$ cat config.mk
export PLATFORM = sky130hd
export DESIGN_NAME = wb_regfile
export DESIGN_NICKNAME = d
export VERILOG_FILES = /design/src/rtl/wb_regfile.sv
export SDC_FILE = /design/constraint.sdc
export NUM_CORES = 2
export LEC_CHECK = 0
export ABC_AREA = 1
export BUFFER_PORTS_ARGS = -buffer_cell sky130_fd_sc_hd__buf_2
export CORE_MARGIN = 5
export CORE_UTILIZATION = 30
export DETAILED_ROUTE_END_ITERATION = 6
export GPL_ROUTABILITY_DRIVEN = 1
export PLACE_DENSITY = 0.5
export SLEW_MARGIN = 40
export SYNTH_ARGS = -nofsm -noshare
export SYNTH_HDL_FRONTEND = slang
export SYNTH_SLANG_ARGS = --single-unit
$ cat constraint.sdc
create_clock -name clk -period 5 [get_ports clk]
set_clock_uncertainty 0.05 [all_clocks]
set_input_delay 1 -clock clk [delete_from_list [all_inputs] [get_ports clk]]
set_output_delay 1 -clock clk [all_outputs]
set_load 0.05 [all_outputs]
$ cat src/rtl/wb_regfile.sv
// Write-back stage with integrated integer register file.
// Formats load data from MEM/WB, commits the result to the file, and serves
// two decode read ports with same-cycle write-through bypass. A registered
// commit trace and a commit counter are provided for debug visibility.
// The block has no handshake: every MEM/WB cycle is consumed, and a bubble
// is simply MEM_WB_reg_write_en=0.
module wb_regfile #(
   parameter int REG_WIDTH      = 32,
   parameter int REG_ADDR_WIDTH = 5,
   parameter int CNT_WIDTH      = 32
) (
   input  logic                      clk,
   input  logic                      reset_n,
   input  logic [REG_WIDTH-1:0]      MEM_WB_alu_out,
   input  logic [REG_WIDTH-1:0]      MEM_WB_dmem_data,
   input  logic [2:0]                MEM_WB_funct3,
   input  logic [REG_ADDR_WIDTH-1:0] MEM_WB_rd,
   input  logic                      MEM_WB_reg_write_en,
   input  logic                      MEM_WB_wb_sel,
   input  logic [REG_ADDR_WIDTH-1:0] ID_rs1,
   input  logic [REG_ADDR_WIDTH-1:0] ID_rs2,
   output logic [REG_WIDTH-1:0]      ID_rs1_data,
   output logic [REG_WIDTH-1:0]      ID_rs2_data,
   output logic [REG_WIDTH-1:0]      wb_data,
   output logic                      wb_commit_valid,
   output logic [REG_ADDR_WIDTH-1:0] wb_commit_rd,
   output logic [REG_WIDTH-1:0]      wb_commit_data,
   output logic [CNT_WIDTH-1:0]      wb_commit_cnt
);

   localparam int NUM_REGS = 1 << REG_ADDR_WIDTH;
   localparam logic [CNT_WIDTH-1:0] CNT_ONE = 1;

   logic [REG_WIDTH-1:0] regs [NUM_REGS];

   logic [1:0]           off;
   logic [7:0]           ld_byte;
   logic [15:0]          ld_half;
   logic [REG_WIDTH-1:0] ld_fmt;
   logic                 ld_signed;
   logic                 commit;

   assign off       = MEM_WB_alu_out[1:0];
   // funct3[2] set means the unsigned variant (LBU/LHU)
   assign ld_signed = ~MEM_WB_funct3[2];

   // Pick the addressed byte and halfword out of the aligned memory word;
   // off[0] is ignored for halfwords since misaligned loads do not trap here.
   always_comb begin
      ld_byte = MEM_WB_dmem_data[7:0];
      case (off)
         2'd0: ld_byte = MEM_WB_dmem_data[7:0];
         2'd1: ld_byte = MEM_WB_dmem_data[15:8];
         2'd2: ld_byte = MEM_WB_dmem_data[23:16];
         2'd3: ld_byte = MEM_WB_dmem_data[31:24];
         default: ld_byte = MEM_WB_dmem_data[7:0];
      endcase
      ld_half = off[1] ? MEM_WB_dmem_data[31:16] : MEM_WB_dmem_data[15:0];
   end

   // Size/sign formatting of the loaded value; codes with funct3[1] set load a full word.
   always_comb begin
      ld_fmt = MEM_WB_dmem_data;
      case (MEM_WB_funct3)
         3'b000, 3'b100: ld_fmt = {{(REG_WIDTH-8){ld_signed & ld_byte[7]}}, ld_byte};
         3'b001, 3'b101: ld_fmt = {{(REG_WIDTH-16){ld_signed & ld_half[15]}}, ld_half};
         default:        ld_fmt = MEM_WB_dmem_data;
      endcase
   end

   // Write-back source mux; driven every cycle so it can feed forwarding paths.
   always_comb begin
      wb_data = MEM_WB_wb_sel ? ld_fmt : MEM_WB_alu_out;
   end

   // x0 is hard-wired, and a write presented during reset is discarded.
   assign commit = MEM_WB_reg_write_en & (MEM_WB_rd != '0) & reset_n;

   // Register file update and commit trace; reset clears every entry.
   always_ff @(posedge clk) begin
      if (!reset_n) begin
         for (int i = 0; i < NUM_REGS; i++) begin
            regs[i] <= '0;
         end
         wb_commit_valid <= 1'b0;
         wb_commit_rd    <= '0;
         wb_commit_data  <= '0;
         wb_commit_cnt   <= '0;
      end else if (commit) begin
         regs[MEM_WB_rd] <= wb_data;
         wb_commit_valid <= 1'b1;
         wb_commit_rd    <= MEM_WB_rd;
         wb_commit_data  <= wb_data;
         wb_commit_cnt   <= wb_commit_cnt + CNT_ONE;
      end else begin
         wb_commit_valid <= 1'b0;
      end
   end

   // Read port 1: x0 reads zero, otherwise bypass the in-flight write, else the file.
   always_comb begin
      ID_rs1_data = regs[ID_rs1];
      if (ID_rs1 == '0) begin
         ID_rs1_data = '0;
      end else if (MEM_WB_reg_write_en && (ID_rs1 == MEM_WB_rd)) begin
         ID_rs1_data = wb_data;
      end
   end

   // Read port 2: same selection as port 1.
   always_comb begin
      ID_rs2_data = regs[ID_rs2];
      if (ID_rs2 == '0) begin
         ID_rs2_data = '0;
      end else if (MEM_WB_reg_write_en && (ID_rs2 == MEM_WB_rd)) begin
         ID_rs2_data = wb_data;
      end
   end

endmodule

==> Yosys cells after proc, flatten, opt, wreduce, memory -nomap -nowiden <==
Memory sizes are Yosys's and may differ from the RTL's.
Index checks and enable logic that the tools add are counted.
{ "word_totals": {"ff_bits": 70, "latchBits": 0, "ram_bits": 1024, "mem_bits_ro": 0, "output_inout_bits": 166, "memories": 1} }
{ "classes": {"n_addsub": 1, "multipliers": 0, "div_mod_pow": 0, "n_lt_le_gt_ge": 0, "n_eq_ne": 8, "shift": 0, "muxes": 15, "bitwise": 5, "n_reduce_logical": 10} }
{ "memory_table": {"columns": ["name", "words", "width", "rd", "rd_ports_with_merged_regs", "wr", "line", "text"], "rows": [
  ["regs", 32, 32, 2, 0, 32, "34", "logic [REG_WIDTH-1:0] regs [NUM_REGS];"]
]} }
{ "op_table": {"columns": ["op", "count"], "rows": [
  ["32-bit 2-to-1 mux", 6],
  ["32-bit one-hot mux with 2 select lines", 1],
  ["32-bit by 1-bit adder with 32-bit output (second input constant)", 1],
  ["8-bit one-hot mux with 4 select lines", 1],
  ["32-bit OR reduction", 1],
  ["16-bit 2-to-1 mux", 1],
  ["5-bit == test", 2],
  ["5-bit zero test", 2],
  ["3-bit == test (second input constant)", 2],
  ["1-bit 2-to-1 mux", 5],
  ["5-bit 2-to-1 mux", 1],
  ["5-bit nonzero test", 1],
  ["1-bit bitwise AND", 4],
  ["2-bit == test (second input constant)", 2],
  ["2-bit OR reduction", 2],
  ["3-bit by 1-bit == test with 1-bit output (second input constant)", 1],
  ["3-bit zero test", 1],
  ["2-bit by 1-bit == test with 1-bit output (second input constant)", 1],
  ["1-bit logical AND", 2],
  ["2-bit zero test", 1],
  ["1-bit NOT", 1]
]} }

==> Logic depth before layout (Yosys ltp) <==
{ "depth": {"ltp_word": 8, "ltp_mapped": 14, "ltp_nobuf": 11} }

==> Worst setup path after synthesis <==
Ideal clock, no wire load.
{ "synth_path": {"path_type": "input-to-output", "start": "in MEM_WB_alu_out[1]", "end": "out ID_rs1_data[30]", "arrival_ns": 3.067, "required_ns": 3.950, "slack_ns": 0.883, "cell_stages": 10, "path_cell_list": "buf_2 -> o21ai_1 -> nand2_1 -> nand2_1 -> nand2_4 -> nand3_4 -> nand2_1 -> nand2_1 -> nand2_1 -> a21oi_1"} }
{ "synth_via": {"elab_chain_cells": 7, "elab_cells_between_ends": 12, "cone_classes": "3 x eq/ne; 6 x mux; 2 x bitwise; 1 x reduce/logical"} }
{ "synth_rtl": {"columns": ["item", "line", "text"], "rows": [
  ["start, declared", "14", "input logic [REG_WIDTH-1:0] MEM_WB_alu_out,"],
  ["2-bit == test, or another cell as far along", "51", "case (off)"],
  ["8-bit one-hot mux with 4 select lines", "51", null],
  ["1-bit bitwise AND", "65", "3'b000, 3'b100: ld_fmt = {{(REG_WIDTH-8){ld_signed & ld_byte[7]}}, ld_byte};"],
  ["32-bit one-hot mux with 2 select lines (*)", "64", "case (MEM_WB_funct3)"],
  ["32-bit 2-to-1 mux (*)", "73", "wb_data = MEM_WB_wb_sel ? ld_fmt : MEM_WB_alu_out;"],
  ["named net wb_data[30]", "24", "output logic [REG_WIDTH-1:0] wb_data,"],
  ["32-bit 2-to-1 mux (*)", "105", "end else if (MEM_WB_reg_write_en && (ID_rs1 == MEM_WB_rd)) begin"],
  ["32-bit 2-to-1 mux (*)", "103", "if (ID_rs1 == '0) begin"],
  ["end, declared", "22", "output logic [REG_WIDTH-1:0] ID_rs1_data,"]
]} }
Mark *: on every way through the listed nets, which the timed path passes. The rest lies on a longest branch.

==> Final worst setup path <==
{ "layout_path": {"start": "in MEM_WB_funct3[1]", "end": "out ID_rs2_data[14]"} }
{ "layout_via": {"elab_chain_cells": 6, "elab_cells_between_ends": 10, "cone_classes": "3 x eq/ne; 4 x mux; 3 x reduce/logical"} }
{ "layout_rtl": {"columns": ["item", "line", "text"], "rows": [
  ["start, declared", "16", "input logic [2:0] MEM_WB_funct3,"],
  ["3-bit by 1-bit == test with 1-bit output, or another cell as far along", "64", null],
  ["2-bit OR reduction", "64", null],
  ["32-bit one-hot mux with 2 select lines (*)", "64", null],
  ["32-bit 2-to-1 mux (*)", "73", null],
  ["32-bit 2-to-1 mux (*)", "115", "end else if (MEM_WB_reg_write_en && (ID_rs2 == MEM_WB_rd)) begin"],
  ["32-bit 2-to-1 mux (*)", "113", "if (ID_rs2 == '0) begin"],
  ["end, declared", "23", "output logic [REG_WIDTH-1:0] ID_rs2_data,"]
]} }
Every way passes the cells marked *; elsewhere a longest branch is shown, timed or not.

==> impl_metrics.csv <==
group,metric,value,unit
status,violations,"DRC",
drt,ant_nets,0,
cts,postCtsSetupBuffers,0,
worst_setup_path,worstRegToRegCells,8,
sta,setup_viol,0,
placed_design,dp_hpwl,168500,um
worst_hold_path,whs_path_depth,2,
status,status,"finished, violations left",
logic_synthesis,synth_top_area_share,50.09,%
worst_setup_path,crit_path_max_fanout,15,
cts,path_clk_slew,60,ps
power,switching_share,30.74,%
logic_synthesis,yosysMostFrequentCell,"nand2_1",
sta,finalCriticalPeriod,4808,ps
sta,clock.fmax,0.2080,GHz
global_route,antenna_found_initial,12,
global_route,grt_overflow_total,0,
power,power.leakage,28.95,nW
power,power_density,348.6,nW/um^2
global_route,grt.total_usage,25.39,%
placed_design,gp_congestion,0.9406,
floorplanning,start_util,30.07,%
worst_setup_path,r2r_end,"wb_commit_cnt[24]$_SDFFE_PN0P_",
placed_design,dpl_cell_area,67150,um^2
cts,ctsHoldBuffers,0,
cells_and_area,drive_gt1_share,10.59,%
cts,h-tree-depth,4,
floorplanning,core,204200,um^2
floorplanning,ios,252,
logic_synthesis,synth_largest_area_cell,"edfxtp_1",
worst_hold_path,hold_path.class,"register to register",
cts,worstSkewPairLatency,790,ps
floorplanning,placementRows,166,
worst_hold_path,min_from,"wb_commit_cnt[31]$_SDFFE_PN0P_",
cells_and_area,nets,8019,
power,p_clk_share,38.8,%
logic_synthesis,yosys_warnings,0,
drt,drt_first_pass_iters,7,
cells_and_area,area_delta_synth_final,16.24,%
worst_setup_path,crit_path_end_kind,"output port",
drt,remaining_drc_errors,11,
placed_design,numPortBuffers,251,
logic_synthesis,syn_inst,7923,
global_route,grt_max_degree,129,
cts,cts_sinks,1094,
worst_setup_path,r2r_start,"wb_commit_cnt[1]$_SDFFE_PN0P_",
logic_synthesis,syn_area_per_cell,7.748,um^2
global_route,grt_pass1_wl,402500,um
logic_synthesis,synth_edf_count,1024,
cells_and_area,n_fill_cell,20930,
logic_synthesis,ys_async_sr_fraction,0,%
sta,rsz0062_at_grt,"no",
drt,vias,59790,
power,ir_drop,373.1,uV
sta,tightest_slew,896.2,ps
logic_synthesis,synth_area,61390,um^2
sta,hold_viol,0,
global_route,grt_pass1_vias,56510,
cts,clockBufferDepth,3,
power,comb_power_share,18.0,%
cts,cts-root-buf,"clkbuf_16",
cts,cts_tree,"yes",
floorplanning,die_w,462.4,um
logic_synthesis,synth_seq_cells,1094,
power,switching_power,7.646,mW
logic_synthesis,synth_area_leaders,"edfxtp_1 (50%), nand2_1 (14%), nand3_1 (13%), nor2_1 (7.5%), o21ai_0 (2.5%)",
sta,relSlewSlack,40.04,%
worst_setup_path,cp.required,3950,ps
power,p_int,17.23,mW
cts,numCtsBuffers,132,
logic_synthesis,synth_commonest_cells,"nand2_1 (2264), nand3_1 (1624), nor2_1 (1230)",
cts,ctsResizeCount,0,
floorplanning,die_h,462.4,um
sta,final.setup.tns,0,ps
drt,viasPerCell,5.571,
drt,drtIter0Drc,8623,
worst_setup_path,cp.arrival,3760,ps
worst_setup_path,regToRegSetupSlack,2980,ps
drt,drt-total-wl,284200,um
drt,detail_route.wl_per_cell,26.48,um
logic_synthesis,synthFlopType,"edfxtp_1",
floorplanning,die_area,213800,um^2
sta,drv_slew,0,
worst_hold_path,min_to,"wb_commit_cnt[31]$_SDFFE_PN0P_",
power,pwr-share-seq,43.2,%
cells_and_area,design_area,71360,um^2
worst_setup_path,critical_path_class,"input port to output port",
worst_setup_path,worst_setup_path_start_kind,"input port",
logic_synthesis,ys_seq_area_share,52.37,%
job,maxCapViolCount,0,
logic_synthesis,netlist-cell-type-count,38,
sta,min_period_over_period,96.16,%
flip-flops by register name (all words and copies together), names as in the netlist:
register,flops
wb_commit_cnt,32
regs,1024
wb_commit_data,32
wb_commit_rd,5
wb_commit_valid,1
cells by family after synthesis:
kind of cell | count (synthesis) | share of synthesized area, %
adders and majority gates | 1 | 0.02038
DFF | 1094 | 52.37
buffers and inverters | 1058 | 7.225
xor gates and xnor gates | 12 | 0.1712
and+or+nand+nor | 5195 | 35.47
AOI/OAI and AO/OA | 562 | 4.739
other | 1 | 0.006109
through the flow:
step / std cells / utilization [%] / power (mW) / worst slack (ps) / hold WS [ps]
floorplan: 7954 / - / 13.35 / 883.0 / 646.5
global placement: 10490 / 32.89 / 15.28 / 160.3 / 414.2
detailed placement: 10490 / 32.89 / 15.32 / 124.9 / 424.1
CTS: 10730 / 34.94 / 24.90 / 109.5 / 443.7
global route: 10730 / 34.94 / 25.60 / 105.5 / 470.9
finish: 10730 / 34.95 / 24.87 / 191.9 / 441.7
power by group through the flow:
stage | Clock (mW) | Combinational [mW] | Sequential [mW]
after floorplan | 0 | 2.38 | 11.0
after global placement | 0 | 4.36 | 10.9
after detailed placement | 0 | 4.38 | 10.9
after CTS | 9.76 | 4.39 | 10.7
after global routing | 10.1 | 4.71 | 10.8
final | 9.64 | 4.47 | 10.8
cells in the final DEF, fill, tap and decap left out, drive strengths merged, types with 23 or more instances in the layout:
cell type	n
nand3	1625
dfxtp	70
or2	23
clkbuf	167
nor2	1234
a31oi	29
edfxtp	1024
clkinv	53
nand2	2279
o21ai	305
conb	32
inv	387
a21oi	201
buf	522
worst max-delay path: stages:
cell	delay [ps]
buf_2	180
inv_2	260
nand2_2	160
nor2_1	110
nand2_1	80
nand2_1	130
nand2_4	110
nand2_1	70
nand2_1	40
nand2_1	540
o21ai_0	190
nor2_1	500
buf_4	230
buf_12	130
metal layers:
layer	vias to the layer above	global-route usage, %	routed length [um]
met4	14	12.03	14610
met3	788	5.757	31390
li1	26230	-	-
met2	3967	39.52	126000
met1	28780	33.51	112100
met5	-	0	115
area by class of cell:
cell class                 instances  area, um^2  share of cell area [%]
inverter                         380        1473                   2.064
antenna                            6       15.01                 0.02104
multi-input combinational       5802       25100                   35.18
timing repair buffer             522        5066                   7.099
clock buffer                     167        3541                   4.962
clock inverter                    72       648.1                  0.9082
sequential                      1094       32150                   45.05
tap                             2688        3363                   4.713
how the worst max path moves through the flow:
stage	startpoint	endpoint	slack (ps)	cells past startpoint
finish	MEM_WB_funct3[1]	ID_rs2_data[14]	190	14
global route	MEM_WB_funct3[1]	ID_rs2_data[14]	110	14
CTS	MEM_WB_funct3[1]	ID_rs2_data[14]	110	14
detailed placement	MEM_WB_funct3[1]	ID_rs2_data[14]	120	14
global placement	MEM_WB_funct3[1]	ID_rs2_data[14]	160	14
floorplan	MEM_WB_alu_out[1]	ID_rs1_data[30]	880	10
Power figures use the tool's default switching activity.
